File: src/rtl/hex_display_pkg.sv
// Shared constants and helpers for the hex seven-segment display controller.
// Segment vectors are active-low in gfedcba order: bit 6 = g, bit 0 = a.
package hex_display_pkg;

  // All segments off.
  localparam logic [6:0] SEG_BLANK = 7'h7F;

  // Active-low patterns for hex digits 0..F, indexed by nibble value.
  localparam logic [6:0] HEX_SEG [16] = '{
    7'b1000000,  // 0
    7'b1111001,  // 1
    7'b0100100,  // 2
    7'b0110000,  // 3
    7'b0011001,  // 4
    7'b0010010,  // 5
    7'b0000010,  // 6
    7'b1111000,  // 7
    7'b0000000,  // 8
    7'b0010000,  // 9
    7'b0001000,  // A
    7'b0000011,  // b
    7'b1000110,  // C
    7'b0100001,  // d
    7'b0000110,  // E
    7'b0001110   // F
  };

  // Nibble to active-low segment pattern.
  function automatic logic [6:0] hex_to_seg(input logic [3:0] nibble);
    return HEX_SEG[nibble];
  endfunction

  // Bits needed to count 0..n-1; at least one bit so degenerate
  // dividers (n == 1) still give a legal vector.
  function automatic int unsigned cnt_width(input int unsigned n);
    return (n > 1) ? $clog2(n) : 1;
  endfunction

endpackage

File: src/rtl/hex_seg_lut.sv
// Combinational decode of one hex nibble to active-low segments, with a
// visibility gate that forces the digit dark.
module hex_seg_lut
  import hex_display_pkg::*;
(
  input  logic [3:0] nibble,
  input  logic       visible,
  output logic [6:0] seg
);

  assign seg = visible ? hex_to_seg(nibble) : SEG_BLANK;

endmodule

File: src/rtl/hex_display_ctrl.sv
// N-digit hex seven-segment controller. Latches a packed hex value on load
// and drives it both as static per-digit segments (seg_all) and as a
// time-multiplexed segment bus with active-low digit select (seg_mux,
// dig_sel). Leading-zero suppression, per-digit blink and whole-display
// blanking are applied before the outputs are registered.
module hex_display_ctrl
  import hex_display_pkg::*;
#(
  parameter int DIGITS    = 2,
  parameter int SCAN_DIV  = 50000,
  parameter int BLINK_DIV = 25000000
) (
  input  logic                  clk,
  input  logic                  clr,
  input  logic                  load,
  input  logic [4*DIGITS-1:0]   value,
  input  logic                  blank,
  input  logic                  lz_en,
  input  logic [DIGITS-1:0]     blink_mask,
  output logic [4*DIGITS-1:0]   shown,
  output logic [7*DIGITS-1:0]   seg_all,
  output logic [6:0]            seg_mux,
  output logic [DIGITS-1:0]     dig_sel
);

  localparam int unsigned SCAN_W  = cnt_width(SCAN_DIV);
  localparam int unsigned BLINK_W = cnt_width(BLINK_DIV);
  localparam int unsigned IDX_W   = cnt_width(DIGITS);

  localparam logic [SCAN_W-1:0]  SCAN_LAST  = SCAN_W'(SCAN_DIV - 1);
  localparam logic [BLINK_W-1:0] BLINK_LAST = BLINK_W'(BLINK_DIV - 1);
  localparam logic [IDX_W-1:0]   IDX_LAST   = IDX_W'(DIGITS - 1);

  // Timebase state.
  logic [SCAN_W-1:0]  scan_cnt;
  logic [IDX_W-1:0]   scan_idx;
  logic [BLINK_W-1:0] blink_cnt;
  logic               blink_phase;   // 1 = blinking digits dark

  // Per-digit decode path.
  logic [DIGITS-1:0]  nz_suffix;     // bit i: some nibble in i..DIGITS-1 is non-zero
  logic [DIGITS-1:0]  visible;
  logic [6:0]         seg_dig [DIGITS];

  // Next-state values for the registered outputs.
  logic [7*DIGITS-1:0] seg_all_next;
  logic [6:0]          seg_mux_next;
  logic [DIGITS-1:0]   dig_sel_next;

  // ---------------------------------------------------------------------
  // Leading-zero detection: an OR chain from the most significant nibble
  // downwards, so nz_suffix[i] tells whether digit i or anything above it
  // carries a non-zero nibble.
  // ---------------------------------------------------------------------
  for (genvar i = 0; i < DIGITS; i++) begin : g_nz
    if (i == DIGITS - 1) begin : g_top
      assign nz_suffix[i] = |shown[4*i +: 4];
    end else begin : g_chain
      assign nz_suffix[i] = (|shown[4*i +: 4]) | nz_suffix[i+1];
    end
  end

  // ---------------------------------------------------------------------
  // Visibility and segment decode per digit. Digit 0 is never
  // zero-suppressed so an all-zero value still shows a single "0".
  // ---------------------------------------------------------------------
  for (genvar i = 0; i < DIGITS; i++) begin : g_digit
    if (i == 0) begin : g_lsd
      assign visible[i] = !blank && !(blink_phase && blink_mask[i]);
    end else begin : g_upper
      assign visible[i] = !blank
                        && !(blink_phase && blink_mask[i])
                        && !(lz_en && !nz_suffix[i]);
    end

    hex_seg_lut u_lut (
      .nibble  (shown[4*i +: 4]),
      .visible (visible[i]),
      .seg     (seg_dig[i])
    );

    assign seg_all_next[7*i +: 7] = seg_dig[i];
  end

  // Select the scanned digit's already-gated segments and its select line.
  always_comb begin
    // NOTE: every output of this block gets a default first, so no path
    // through the loop leaves a value unassigned and no latch is inferred.
    seg_mux_next = SEG_BLANK;
    dig_sel_next = '1;
    if (!blank) begin
      for (int i = 0; i < DIGITS; i++) begin
        if (scan_idx == IDX_W'(i)) begin
          seg_mux_next    = seg_dig[i];
          dig_sel_next[i] = 1'b0;
        end
      end
    end
  end

  // Latch the displayed value; load wins regardless of blank.
  always_ff @(posedge clk or posedge clr) begin
    // NOTE: state is updated with <= so every register samples the values
    // from before this edge; shown therefore feeds the segment registers
    // one cycle later.
    if (clr) begin
      shown <= '0;
    end else if (load) begin
      shown <= value;
    end
  end

  // Scan timebase: hold each digit for SCAN_DIV cycles, then move on.
  always_ff @(posedge clk or posedge clr) begin
    if (clr) begin
      scan_cnt <= '0;
      scan_idx <= '0;
    end else if (scan_cnt == SCAN_LAST) begin
      scan_cnt <= '0;
      scan_idx <= (scan_idx == IDX_LAST) ? '0 : scan_idx + IDX_W'(1);
    end else begin
      scan_cnt <= scan_cnt + SCAN_W'(1);
    end
  end

  // Blink timebase: free-running, toggles the phase every BLINK_DIV cycles.
  always_ff @(posedge clk or posedge clr) begin
    if (clr) begin
      blink_cnt   <= '0;
      blink_phase <= 1'b0;
    end else if (blink_cnt == BLINK_LAST) begin
      blink_cnt   <= '0;
      blink_phase <= ~blink_phase;
    end else begin
      blink_cnt <= blink_cnt + BLINK_W'(1);
    end
  end

  // Register all display outputs together so seg_mux and dig_sel always
  // describe the same digit.
  always_ff @(posedge clk or posedge clr) begin
    // NOTE: every output register has an explicit reset value so the
    // display is dark from the moment clr asserts, with no clock needed.
    if (clr) begin
      seg_all <= '1;
      seg_mux <= SEG_BLANK;
      dig_sel <= '1;
    end else begin
      seg_all <= seg_all_next;
      seg_mux <= seg_mux_next;
      dig_sel <= dig_sel_next;
    end
  end

endmodule

File: config.mk
export PLATFORM = sky130hd
export DESIGN_NAME = hex_display_ctrl
export DESIGN_NICKNAME = d
export VERILOG_FILES = /design/src/rtl/hex_display_pkg.sv /design/src/rtl/hex_seg_lut.sv /design/src/rtl/hex_display_ctrl.sv
export SDC_FILE = /design/constraint.sdc
export NUM_CORES = 1
export LEC_CHECK = 0
export ABC_AREA = 1
export ABC_CLOCK_PERIOD_IN_PS = 2400
export BUFFER_PORTS_ARGS = -buffer_cell sky130_fd_sc_hd__buf_2
export CELL_PAD_IN_SITES_DETAIL_PLACEMENT = 2
export CELL_PAD_IN_SITES_GLOBAL_PLACEMENT = 2
export CORE_MARGIN = 2
export CORE_UTILIZATION = 35
export DETAILED_ROUTE_END_ITERATION = 6
export PLACE_DENSITY_LB_ADDON = 0.12
export RECOVER_POWER = 25
export SYNTH_ARGS = -nofsm -noshare
export SYNTH_HDL_FRONTEND = slang
export SYNTH_SLANG_ARGS = --single-unit
File: constraint.sdc
create_clock -name clk -period 2.4 [get_ports clk]
set_input_delay 0.12 -clock clk [delete_from_list [all_inputs] [get_ports clk]]
set_output_delay 0.12 -clock clk [all_outputs]
set_load 0.05 [all_outputs]
Word-level counts from Yosys, hierarchy flattened
Memories as Yosys holds them, arrays and structs flattened.
Cells that the tools add are included.
Word-level totals
  register bits: 74
  memory bits (read-only): 224
  input bits: 15
  output and inout port bits: 31
  memories: 2
Memories
  (name not given): depth 16, bits a word 7, rd ports 1, clocked after Yosys merged registers in 0, write ports 0, RTL line hex_display_pkg.sv:30  | return HEX_SEG[nibble];
  (name not given): depth 16, bits a word 7, rd ports 1, clocked after Yosys merged registers in 0, write ports 0, RTL line hex_display_pkg.sv:30
Operators by class
  add/sub/neg operators: 3
  magnitude comparators: 2
  equal/unequal tests: 2
  mux-type cells: 14
  bitwise gates (word level): 3
  reductions and logical operators: 12
Operator list (count)
  7-bit 2-to-1 mux: 8
  25-bit by 1-bit adder with 25-bit output (second input constant): 1
  25-bit == test (second input constant): 1
  25-bit 2-to-1 mux: 1
  16-bit by 1-bit adder with 16-bit output (second input constant): 1
  16-bit == test (second input constant): 1
  16-bit 2-to-1 mux: 1
  5-bit greater-or-equal comparator (second input constant): 2
  4-bit inverter with 5-bit output: 2
  1-bit logical AND: 6
  1-bit zero test: 5
  4-bit OR reduction: 1
  1-bit 2-to-1 mux: 3
  2-bit 2-to-1 mux: 1
  1-bit adder (second input constant): 1
  1-bit inverter: 1

Depth between registers and ports, before layout
Gate-level depths: netlist (run 1).
  depth in word-level cells: 8
  gate-level depth with buffers: 8
  mapped depth without buffers: 8

Modules after synthesis
A second synthesis (run 1) with hierarchy kept.
Unflattened totals
  cell total of the unflattened synthesis: 498
  area total of the unflattened synthesis: 4035.1 sq um
Modules (own cells, without submodules)
  hex_display_ctrl: instances 1, cells an instance 398, area an instance 3454.6 sq um, sequential area each 1880.6 sq um
  hex_seg_lut: instances 2, cells an instance 50, area an instance 290.3 sq um, sequential area each 0.0 sq um

Worst setup path before layout (run 1)
No wires, ideal clock.
  kind: reg2reg
  from: register shown[4]
  to: register seg_mux[6]
  arrival time: 1565 ps
  required time: 2324 ps
  slack: 759 ps
  stages on the path, launching flop included: 9
  path buffers: 0
  clock period less this slack: 1641 ps
  cell sequence: dfrtp_1 > inv_1 > ha_1 > nand2_1 > o21ai_1 > inv_2 > nand3_1 > nand2_1 > nand2_1
Between the ends
  longest elaborated chain between the ends: 8
  elaborated cells between the ends (all ways): 12
  classes of those cells: mux (5); bitwise (1); reduce/logical (5); memory (1)
Ends and longest elaborated chain
  from (decl): RTL line hex_display_ctrl.sv:20  | output logic [4*DIGITS-1:0] shown,
  from (signal assigned): RTL line hex_display_ctrl.sv:109  | shown <= value;
  parallel branches: the longest is 5 deep, another holds memory 16 x 7 bit
  7-bit 2-to-1 mux (*): RTL line hex_seg_lut.sv:11  | assign seg = visible ? hex_to_seg(nibble) : SEG_BLANK;
  named net g_digit[1].u_lut.seg[6]: RTL line hex_seg_lut.sv:8  | output logic [6:0] seg
  7-bit 2-to-1 mux (*): RTL line hex_display_ctrl.sv:93  | if (scan_idx == IDX_W'(i)) begin
  7-bit 2-to-1 mux (*): RTL line hex_display_ctrl.sv:91  | if (!blank) begin
  named net seg_mux_next[6]: RTL line hex_display_ctrl.sv:47  | logic [6:0] seg_mux_next;
  to (signal assigned): RTL line hex_display_ctrl.sv:150  | seg_mux <= seg_mux_next;
  to (decl): RTL line hex_display_ctrl.sv:22  | output logic [6:0] seg_mux,
Mark *: on every way through the listed nets, which the timed path passes. The select of a mux whose other input is x is not followed.
A chain may end at the register's enable or synchronous reset.

Worst setup path after layout (run 1)
  from: register shown[6]
  to: register seg_mux[6]
Same word-level chain as after synthesis.

==> summary.txt, run 1 <==
Worst setup path
  • RR Startpoint: shown[6]
  • Crit-path max FO: 11
  • Worst EP arrival: 2.11 ns
  • CP Capture Type: register
  • CP required: 2.68 ns
  • Worst Setup Path Type: reg2reg
  • Critical path launch point type: register
  • FF-to-FF End: seg_mux[6]
  • Worst reg-to-reg setup slack: 0.57 ns
  • Worst reg2reg path depth: 7

Routing
  • Vias: 3405
  • Via density: 4.84
  • DRT iter0 DRCs: 73
  • Total wire length: 11700 um
  • TritonRoute pass-1 iters: 4
  • Number of routed nets with antenna violations: 0
  • DRC violations left: 0
  • Wire per inst: 16.7 um

Floorplanning
  • Die height: 111 um
  • Core Box Area: 11300 um2
  • Io pins: 46
  • # rows: 39
  • Die outline width: 111 um
  • Die area: 12300 um2
  • Initial Util: 35.4%

STA
  • Final setup viols: 0
  • Max Freq: 545 MHz
  • Fin crit period: 1.83 ns
  • Slew Limit Fails: 0
  • Final hold viol count: 0
  • Unrepaired setup endpoints after global routing: no
  • Final cycle utilization of the critical path: 76.4%
  • Relative slew margins: 24.7%
  • Clock Skew: 0.00795 ns
  • Setup TNS: 0 ns
  • Worst Max-Slew Pin Slew: 1.13 ns

Pwr
  • Clk pwr share: 44.1%
  • Combinational share of power: 14.0%
  • Register share of total power: 41.9%
  • Int Power: 2.34 mW
  • Pwr per Cell Area: 688 nW/um2
  • P_sw: 0.941 mW
  • Worst VDD drop: 0.000468 V
  • Lkg Pwr: 2.40 nW
  • Net Sw Frac: 28.6%

Global route
  • Gr ovfl total: 0
  • Total GRT Usage: 20.4%
  • Largest net degree at the start of global routing: 50
  • Met3 Use GR: 4.70%
  • First-pass GRT wire length: 19700 um
  • Busiest grt layer: met2
  • Initial antenna violation count: 0
  • GR Layer Usage met2: 37.8%
  • GR Util met1: 23.6%
  • Vias in the first global route: 3837

Clock tree
  • Post-CTS resize count: 0
  • Setup Fix Bufs, Post-CTS: 0
  • Post-CTS Hold Buffers: 7
  • TritonCTS Buffers: 9
  • Clock Path Buffers: 2
  • H-tree Lvls: 3
  • CTS tree: yes
  • Worst-path clk slew: 0.06 ns
  • Latest clock arrival within the worst-skew pair: 0.34 ns
  • Root Buffer: clkbuf_16
  • Clock sink total: 74

Synth
  • Flops & latches, synth: 74
  • Synth cell types: 27
  • Post-synthesis cell count: 495
  • Count of warnings emitted by yosys: 0
  • Syn avg cell area: 8.07 um2
  • Post-Syn Area: 3990 um2
  • Seq/Total Area, Yosys: 47.1%
  • Syn_nets: 526

Outcome
  • Run status: finished, final reports clean

Placed design
  • I/O Buffers: 45
  • GPL Wtd Cong: 0.799
  • Placed instance count: 680
  • Post-DP HPWL: 8840 um

Hold path
  • Hold Crit Class: in2reg
  • Hold EP: shown[4]
  • Beginning of the worst hold path: value[4]
  • Hold-critical path depth: 3

Finish
  • Layout cells sized above 1: 19.3%
  • Fillers: 1302
  • Multi-input gate area: 1850 um2
  • Ant diodes: 0
  • Sequential cell area: 1880 um2
  • Post-layout nets: 586
  • Area growth syn-to-layout: 19.6%
  • Final cell count without fillers: 703

Job
  • Max-cap viol count: 0
layout by cell type (no fill, tap or decap):
cell type	count
buf_2	45
nand3_1	48
clkbuf_1	2
o211ai_1	4
nor2_4	5
clkinvlp_2	1
o21ai_1	1
dlygate4sd3_1	7
nand4_1	7
buf_12	1
nand2_2	6
nor3_1	2
clkinvlp_4	2
nor2_1	73
ha_1	16
bufinv_16	2
clkinv_2	1
nand2_1	128
nand2_4	4
clkinv_1	1
dfrtp_1	51
nor2_8	3
o21ai_0	17
xor2_1	17
xnor2_1	2
nor2_2	5
and2_1	2
dfstp_2	23
inv_2	1
inv_1	60
clkbuf_16	9
a21oi_1	14
cell usage after synthesis:
library cell,number,area (um2)
inv_1,59,221
nor2_4,5,56.3
ha_1,16,200
o21ai_1,1,5.00
a21oi_1,14,70.1
nor2_8,3,60.1
nor2_1,71,267
dfrtp_1,51,1280
inv_4,1,6.26
nor3_1,2,10.0
clkinv_1,1,3.75
nand2_2,6,37.5
nand2_4,4,45.0
nand2_1,128,480
inv_2,2,7.51
nand4_1,7,43.8
buf_4,1,7.51
o211ai_1,4,30.0
nor2_2,7,43.8
xnor2_1,2,17.5
dfstp_2,23,604
clkbuf_1,2,7.51
buf_2,1,5.00
and2_1,2,12.5
o21ai_0,17,85.1
nand3_1,48,240
xor2_1,17,149
power groups by stage:
stage	sequential, mW	combinational [mW]	clock, mW
6_report	1.38	0.461	1.45
5_1_grt	1.38	0.502	1.54
4_1_cts	1.38	0.471	1.50
3_5_place_dp	1.40	0.460	0
3_3_place_gp	1.40	0.450	0
2_1_floorplan	1.58	0.143	0
cell type report:
cell class,instances,area share (%)
Inverter,63,4.98
Timing Repair Buffer,53,6.61
Clock inverter,5,1.68
Clock buffer,11,4.88
Tap cell,143,3.75
Multi-Input combinational cell,354,38.7
Sequential cell,74,39.4
per-stage QoR:
| step | total power [mW] | instance area (um2) | hold WS (ns) | util, % | setup WS, ns |
|---|---|---|---|---|---|
| after floorplan | 1.72 | 3990 | 0.217 | - | 0.436 |
| after global routing | 3.43 | 4770 | 0.0223 | 42.3 | 0.406 |
| final | 3.29 | 4770 | 0.0159 | 42.3 | 0.566 |
| after global placement | 1.85 | 4400 | 0.240 | 39.0 | 0.833 |
| after detailed placement | 1.86 | 4400 | 0.248 | 39.0 | 0.737 |
| after CTS | 3.34 | 4780 | 0.00748 | 42.4 | 0.698 |
worst max-delay path, stage by stage, from the launching register on:
cell and delay, ns:
dfrtp_1 0.59, clkinvlp_2 0.44, nand2_1 0.21, o21ai_1 0.12, inv_2 0.13, nand3_1 0.14, nand2_1 0.10, nand2_1 0.05
logic make-up (layout without fill, tap and decap cells):
family / Yosys count / count (layout) / synth area share [%]
xor gates and xnor gates: 19 / 19 / 4.17
DFF: 74 / 74 / 47.1
and+or+nand+nor: 283 / 283 / 32.5
AOI/OAI and AO/OA: 36 / 36 / 4.76
buffers and inverters: 67 / 132 / 6.49
adders and majority gates: 16 / 16 / 5.01
how the worst max path moves through the flow:
stage	from	end	slack [ns]
after floorplan	clr	blink_cnt[0]	0.44
after global placement	shown[4]	seg_mux[6]	0.83
after detailed placement	shown[5]	seg_mux[6]	0.74
after CTS	shown[5]	seg_mux[6]	0.70
after global routing	shown[6]	seg_mux[6]	0.41
final	shown[6]	seg_mux[6]	0.57
sequential cells by signal, summed over array words and instances (netlist names):
register / flops
blink_cnt: 25
scan_cnt: 16
blink_phase: 1
seg_mux: 7
seg_all: 14
dig_sel: 2
scan_idx: 1
shown: 8
routing by layer:
layer / routed length [um] / up-vias
met2: 6450 / 36
met1: 4870 / 1699
met3: 256 / 10
li1: - / 1660
met4: 151 / 0
met5: 0 / -
No activity file was read; power rests on OpenSTA's default activity.
==> inputs of run 2 (changes only) <==
ABC_CLOCK_PERIOD_IN_PS = 1900   (was 2400)
clock period = 1.9 ns   (was 2.4 ns; I/O delays follow)
==> summary.txt, run 2 (synthesis results as in run 1) <==
Outcome
  • Run status: finished, final reports clean

Global route
  • Vias in the first global route: 3982
  • Gr ovfl total: 0
  • First-pass GRT wire length: 20100 um
  • Total GRT Usage: 20.8%
  • Initial antenna violation count: 0
  • Largest net degree at the start of global routing: 39

Clock tree
  • Worst-path clk slew: 0.06 ns
  • TritonCTS Buffers: 9
  • Clock sink total: 74
  • Post-CTS resize count: 0
  • Clock Path Buffers: 2
  • Post-CTS Hold Buffers: 9
  • CTS tree: yes
  • H-tree Lvls: 3
  • Setup Fix Bufs, Post-CTS: 0
  • Root Buffer: clkbuf_16
  • Latest clock arrival within the worst-skew pair: 0.34 ns

Pwr
  • Register share of total power: 43.0%
  • Clk pwr share: 42.4%
  • Net Sw Frac: 29.9%
  • Lkg Pwr: 2.40 nW
  • Pwr per Cell Area: 845 nW/um2
  • P_sw: 1.21 mW
  • Combinational share of power: 14.6%
  • Int Power: 2.84 mW
  • Worst VDD drop: 0.000590 V
  • Total power draw: 4.05 mW

Hold path
  • Hold Crit Class: in2reg
  • Hold EP: dig_sel[0]
  • Beginning of the worst hold path: blank
  • Hold-critical path depth: 3

Finish
  • Flip-flop count of the largest register after layout: 25
  • Area growth syn-to-layout: 19.9%
  • Top Registers: blink_cnt x25, scan_cnt x16, seg_all x14
  • Most frequent cells in the layout: nand2_1 (128), nor2_1 (71), inv_1 (59)
  • Biggest register: blink_cnt
  • Design Area, Final: 4790 um2
  • Fillers: 1301
  • Util after Layout: 42.5%
  • Multi-input gate area: 1850 um2
  • Post-layout nets: 590
  • Ant diodes: 0
  • Leading cell type in the layout, fill and taps excluded: nand2_1
  • Sequential cell area: 1880 um2
  • Layout cells sized above 1: 20.0%
  • Final cell count without fillers: 707

Worst setup path
  • Crit-path cells: inv_1 > ha_1 > nand2_1 > o21ai_1 > inv_2 > nand3_1 > nand2_1 > nand2_1
  • Cell family with most CP delay: flip-flops
  • Crit-path slowest cell: dfrtp_1
  • Crit path largest cell delay: 0.44 ns
  • Critical path launch point type: register
  • RR Startpoint: shown[5]
  • Worst reg2reg path depth: 8
  • CP required: 2.19 ns
  • Worst Setup Path Type: reg2reg
  • Crit-path max FO: 6
  • Worst reg-to-reg setup slack: 0.26 ns
  • CP Capture Type: register
  • FF-to-FF End: seg_mux[5]
  • Crit path buffers/inverters: 2
  • Critical Path Source: shown[5]
  • Cell mode on critical path: nand2_1
  • Worst EP arrival: 1.93 ns

STA
  • Relative slew margins: 31.2%
  • Clock Skew: 0.00639 ns
  • Fin crit period: 1.64 ns
  • Min Hold Slack: 0.00659 ns
  • Final worst slack: 0.262 ns
  • Final hold viol count: 0
  • Slew Limit Fails: 0
  • Final setup viols: 0
  • Worst Max-Slew Pin Slew: 1.03 ns
  • Final cycle utilization of the critical path: 86.2%
  • Unrepaired setup endpoints after global routing: no
  • Setup TNS: 0 ns
  • Max Freq: 610 MHz

Placed design
  • I/O Buffers: 45
  • Post-DP HPWL: 9010 um
  • Placed Area: 4420 um2
  • Pre-CTS setup slack: 0.279 ns
  • Placed instance count: 682
  • GPL Wtd Cong: 0.833

Floorplanning
  • Die outline width: 111 um
  • Die area: 12300 um2
  • Core Box Area: 11300 um2
  • # rows: 39
  • Die height: 111 um
  • Initial Util: 35.4%
  • Io pins: 46

Routing
  • DRT iter0 DRCs: 103
  • Wire per inst: 16.9 um
  • DRC violations left: 0
  • Total wire length: 12000 um
  • Vias: 3448
  • Via density: 4.88
  • TritonRoute pass-1 iters: 4
  • Number of routed nets with antenna violations: 0

Job
  • Max-cap viol count: 0
-- run 2: changes by cell type in the layout (fill, tap and decap cells not counted) --
| cell | delta |
|---|---|
| nor2_2 | +2 |
| buf_4 | +2 |
| buf_2 | -1 |
| inv_1 | -1 |
| nor2_1 | -2 |
| clkbuf_4 | +1 |
| dlygate4sd3_1 | +2 |
| bufinv_16 | -1 |
| inv_4 | +1 |
| buf_12 | -1 |
| clkinv_4 | +2 |
-- run 2: worst register-to-register path, cell delays in order, from the launching register on --
cell,delay [ns]
dfrtp_1,0.44
inv_1,0.21
ha_1,0.22
nand2_1,0.10
o21ai_1,0.21
inv_2,0.10
nand3_1,0.16
nand2_1,0.07
nand2_1,0.07
-- run 2: worst max path at each step --
stage,end,cells after the start,slack (ns)
global placement,seg_mux[6],8,0.38
detailed placement,seg_mux[5],8,0.28
finish,seg_mux[5],8,0.26
CTS,seg_mux[2],7,0.27
global route,blink_cnt[3],4,0.09
floorplan,seg_mux[6],8,0.26
-- run 2: layout make-up --
cell class                      instances  share of cell area, %
Multi-Input combinational cell        354                   38.7
Clock inverter                          6                   1.41
Inverter                               63                   5.02
Tap cell                              143                   3.74
Clock buffer                           10                   4.78
Timing Repair Buffer                   57                   7.03
Sequential cell                        74                   39.3
-- run 2: per-layer routing --
metal	share of wire, %	GRT usage (%)	vias up
met5	0	0	-
met4	2.4	7.42	0
met3	2.3	4.87	21
met2	53	36.9	46
met1	43	24.6	1710
li1	-	-	1671
-- run 2: power groups by stage --
stage	combinational [mW]	sequential, mW	clock, mW
after floorplan	0.182	1.99	0
after global placement	0.572	1.76	0
after detailed placement	0.588	1.76	0
after CTS	0.604	1.74	1.77
after global routing	0.642	1.75	1.83
final	0.592	1.74	1.72
==> inputs of run 3 (changes only) <==
ABC_CLOCK_PERIOD_IN_PS = 1500   (was 1900)
CORE_UTILIZATION = 31   (was 35)
clock period = 1.5 ns   (was 1.9 ns; I/O delays follow)
==> summary.txt, run 3 (synthesis results as in run 1) <==
Outcome
  • Run status: finished, final reports clean

Worst setup path
  • Crit-path max FO: 6
  • Critical path launch point type: register
  • Crit path buffers/inverters: 3
  • Cell mode on critical path: buf_4
  • Crit path largest cell delay: 0.40 ns
  • Cell family with most CP delay: flip-flops
  • Worst Setup Path Type: reg2reg
  • CP required: 1.78 ns
  • Worst EP arrival: 1.72 ns
  • Crit-path cells: inv_1 > buf_4 > ha_1 > o211ai_1 > nand3_1 > buf_4
  • CP Capture Type: register
  • Crit-path slowest cell: dfrtp_2

Clock tree
  • Latest clock arrival within the worst-skew pair: 0.34 ns
  • TritonCTS Buffers: 9
  • Worst-path clk slew: 0.06 ns
  • Root Buffer: clkbuf_16
  • H-tree Lvls: 3
  • CTS tree: yes
  • Clock Path Buffers: 2
  • Clock sink total: 74

Hold path
  • Hold Crit Class: in2reg

Pwr
  • Lkg Pwr: 2.57 nW
  • Pwr per Cell Area: 1020 nW/um2
  • Total power draw: 5.27 mW
  • Worst VDD drop: 0.000778 V

Floorplanning
  • Initial Util: 31.6%
  • # rows: 41
  • Die area: 13800 um2
  • Die height: 117 um
  • Io pins: 46
  • Core Box Area: 12600 um2
  • Die outline width: 117 um

Job
  • Max-cap viol count: 0

Global route
  • First-pass GRT wire length: 20500 um
  • Vias in the first global route: 4010
  • Total GRT Usage: 18.8%
  • Initial antenna violation count: 0
  • Gr ovfl total: 0
  • Largest net degree at the start of global routing: 75

STA
  • Max Freq: 694 MHz
  • Final hold viol count: 0
  • Fin crit period: 1.44 ns
  • Setup TNS: 0 ns
  • Relative slew margins: 72.0%
  • Final setup viols: 0
  • Slew Limit Fails: 0
  • Clock Skew: 0.00761 ns
  • Worst Max-Slew Pin Slew: 0.420 ns
  • Final cycle utilization of the critical path: 96.0%

Finish
  • Leading cell type in the layout, fill and taps excluded: nand2_1
  • Biggest register: blink_cnt
  • Ant diodes: 0
  • Layout cells sized above 1: 29.0%
  • Fillers: 1467
  • Sequential cell area: 1890 um2
  • Post-layout nets: 613
  • Area growth syn-to-layout: 29.6%
  • Most frequent cells in the layout: nand2_1 (124), nor2_1 (64), inv_1 (52)
  • Final cell count without fillers: 759
  • Multi-input gate area: 1980 um2
  • Top Registers: blink_cnt x25, scan_cnt x16, seg_all x14
  • Flip-flop count of the largest register after layout: 25

Routing
  • Number of routed nets with antenna violations: 0
  • TritonRoute pass-1 iters: 4
  • DRC violations left: 0
  • Vias: 3567
  • Via density: 4.70
  • Wire per inst: 16.3 um
  • DRT iter0 DRCs: 142
  • Total wire length: 12400 um

Placed design
  • Placed instance count: 725
  • I/O Buffers: 45
  • GPL Wtd Cong: 0.797
  • Post-DP HPWL: 9100 um
## run 3: changes by cell type in the layout (fill, tap and decap cells not counted), moves of 5 or more
| cell | delta |
|---|---|
| nor2_1 | -7 |
| dfrtp_1 | -9 |
| buf_4 | +22 |
| inv_2 | +6 |
| inv_1 | -7 |
| dfrtp_2 | +9 |
| nor2_4 | +5 |
## run 3: routing by layer
metal | vias to the layer above | GRT usage [%] | wire length (um)
met5 | - | 0 | 0
met4 | 0 | 4.52 | 112
met3 | 9 | 4.41 | 299
met2 | 34 | 35.2 | 6770
met1 | 1802 | 21.6 | 5210
li1 | 1722 | - | -
## run 3: through the flow
stage | hold slack (ns) | setup WS (ns) | util, % | instance area [um2]
after detailed placement | 0.240 | -0.100 | 36.1 | 4560
after floorplan | 0.172 | 0.0464 | - | 4000
final | 0.0878 | 0.0597 | 41.0 | 5170
after global routing | 0.119 | -0.0177 | 41.0 | 5170
after CTS | 0.0864 | 0.000868 | 39.6 | 4990
after global placement | 0.223 | -0.0213 | 36.1 | 4560
## run 3: path summary, 6_finish.rpt
path | cells past startpoint | slack, ns | to | from
setup / recovery | 6 | 0.06 | seg_all[7] | shown[4]
min in group asynchronous | 4 | 0.40 | scan_cnt[3] | clr
hold reg to reg | 1 | 0.55 | blink_cnt[15] | blink_cnt[15]
hold / removal | 3 | 0.09 | shown[7] | load
setup reg to reg | 6 | 0.06 | seg_all[7] | shown[4]
max in group asynchronous | 4 | 0.74 | seg_all[12] | clr
## run 3: what timing repair did
action / CTS / global route
resized for setup: 8 / 36
endpoints found under the setup margin: 21 / 41
setup buffers: 0 / 8
hold buffers: 10 / 0
cloned: 0 / 0
endpoints found under the hold margin: 61 / 0
pin swaps: 0 / 11
## run 3: worst register-to-register path, delay by kind of cell, from the launching register on
family / cells / cell delay [ns]
AO/OA/AOI/OAI: 1 / 0.24
adder cells (fa/ha/maj): 1 / 0.19
buffers and inverters: 3 / 0.39
flip-flops: 1 / 0.40
AND/OR/NAND/NOR: 1 / 0.15
## run 3: report_power, final
part / switching, mW / leakage, nW / internal (mW)
logic: 0.627 / 1.52 / 0.221
registers: 0.0446 / 0.899 / 2.13
clock network: 0.880 / 0.149 / 1.37
## run 3: area by class of cell
| class | count | share of cell area, % |
|---|---|---|
| sequential | 74 | 36.6 |
| timing repair buffer | 80 | 10.1 |
| inverter | 63 | 4.74 |
| tap | 172 | 4.16 |
| clock buffer | 14 | 5.73 |
| multi-input combinational | 354 | 38.3 |
| clock inverter | 2 | 0.314 |
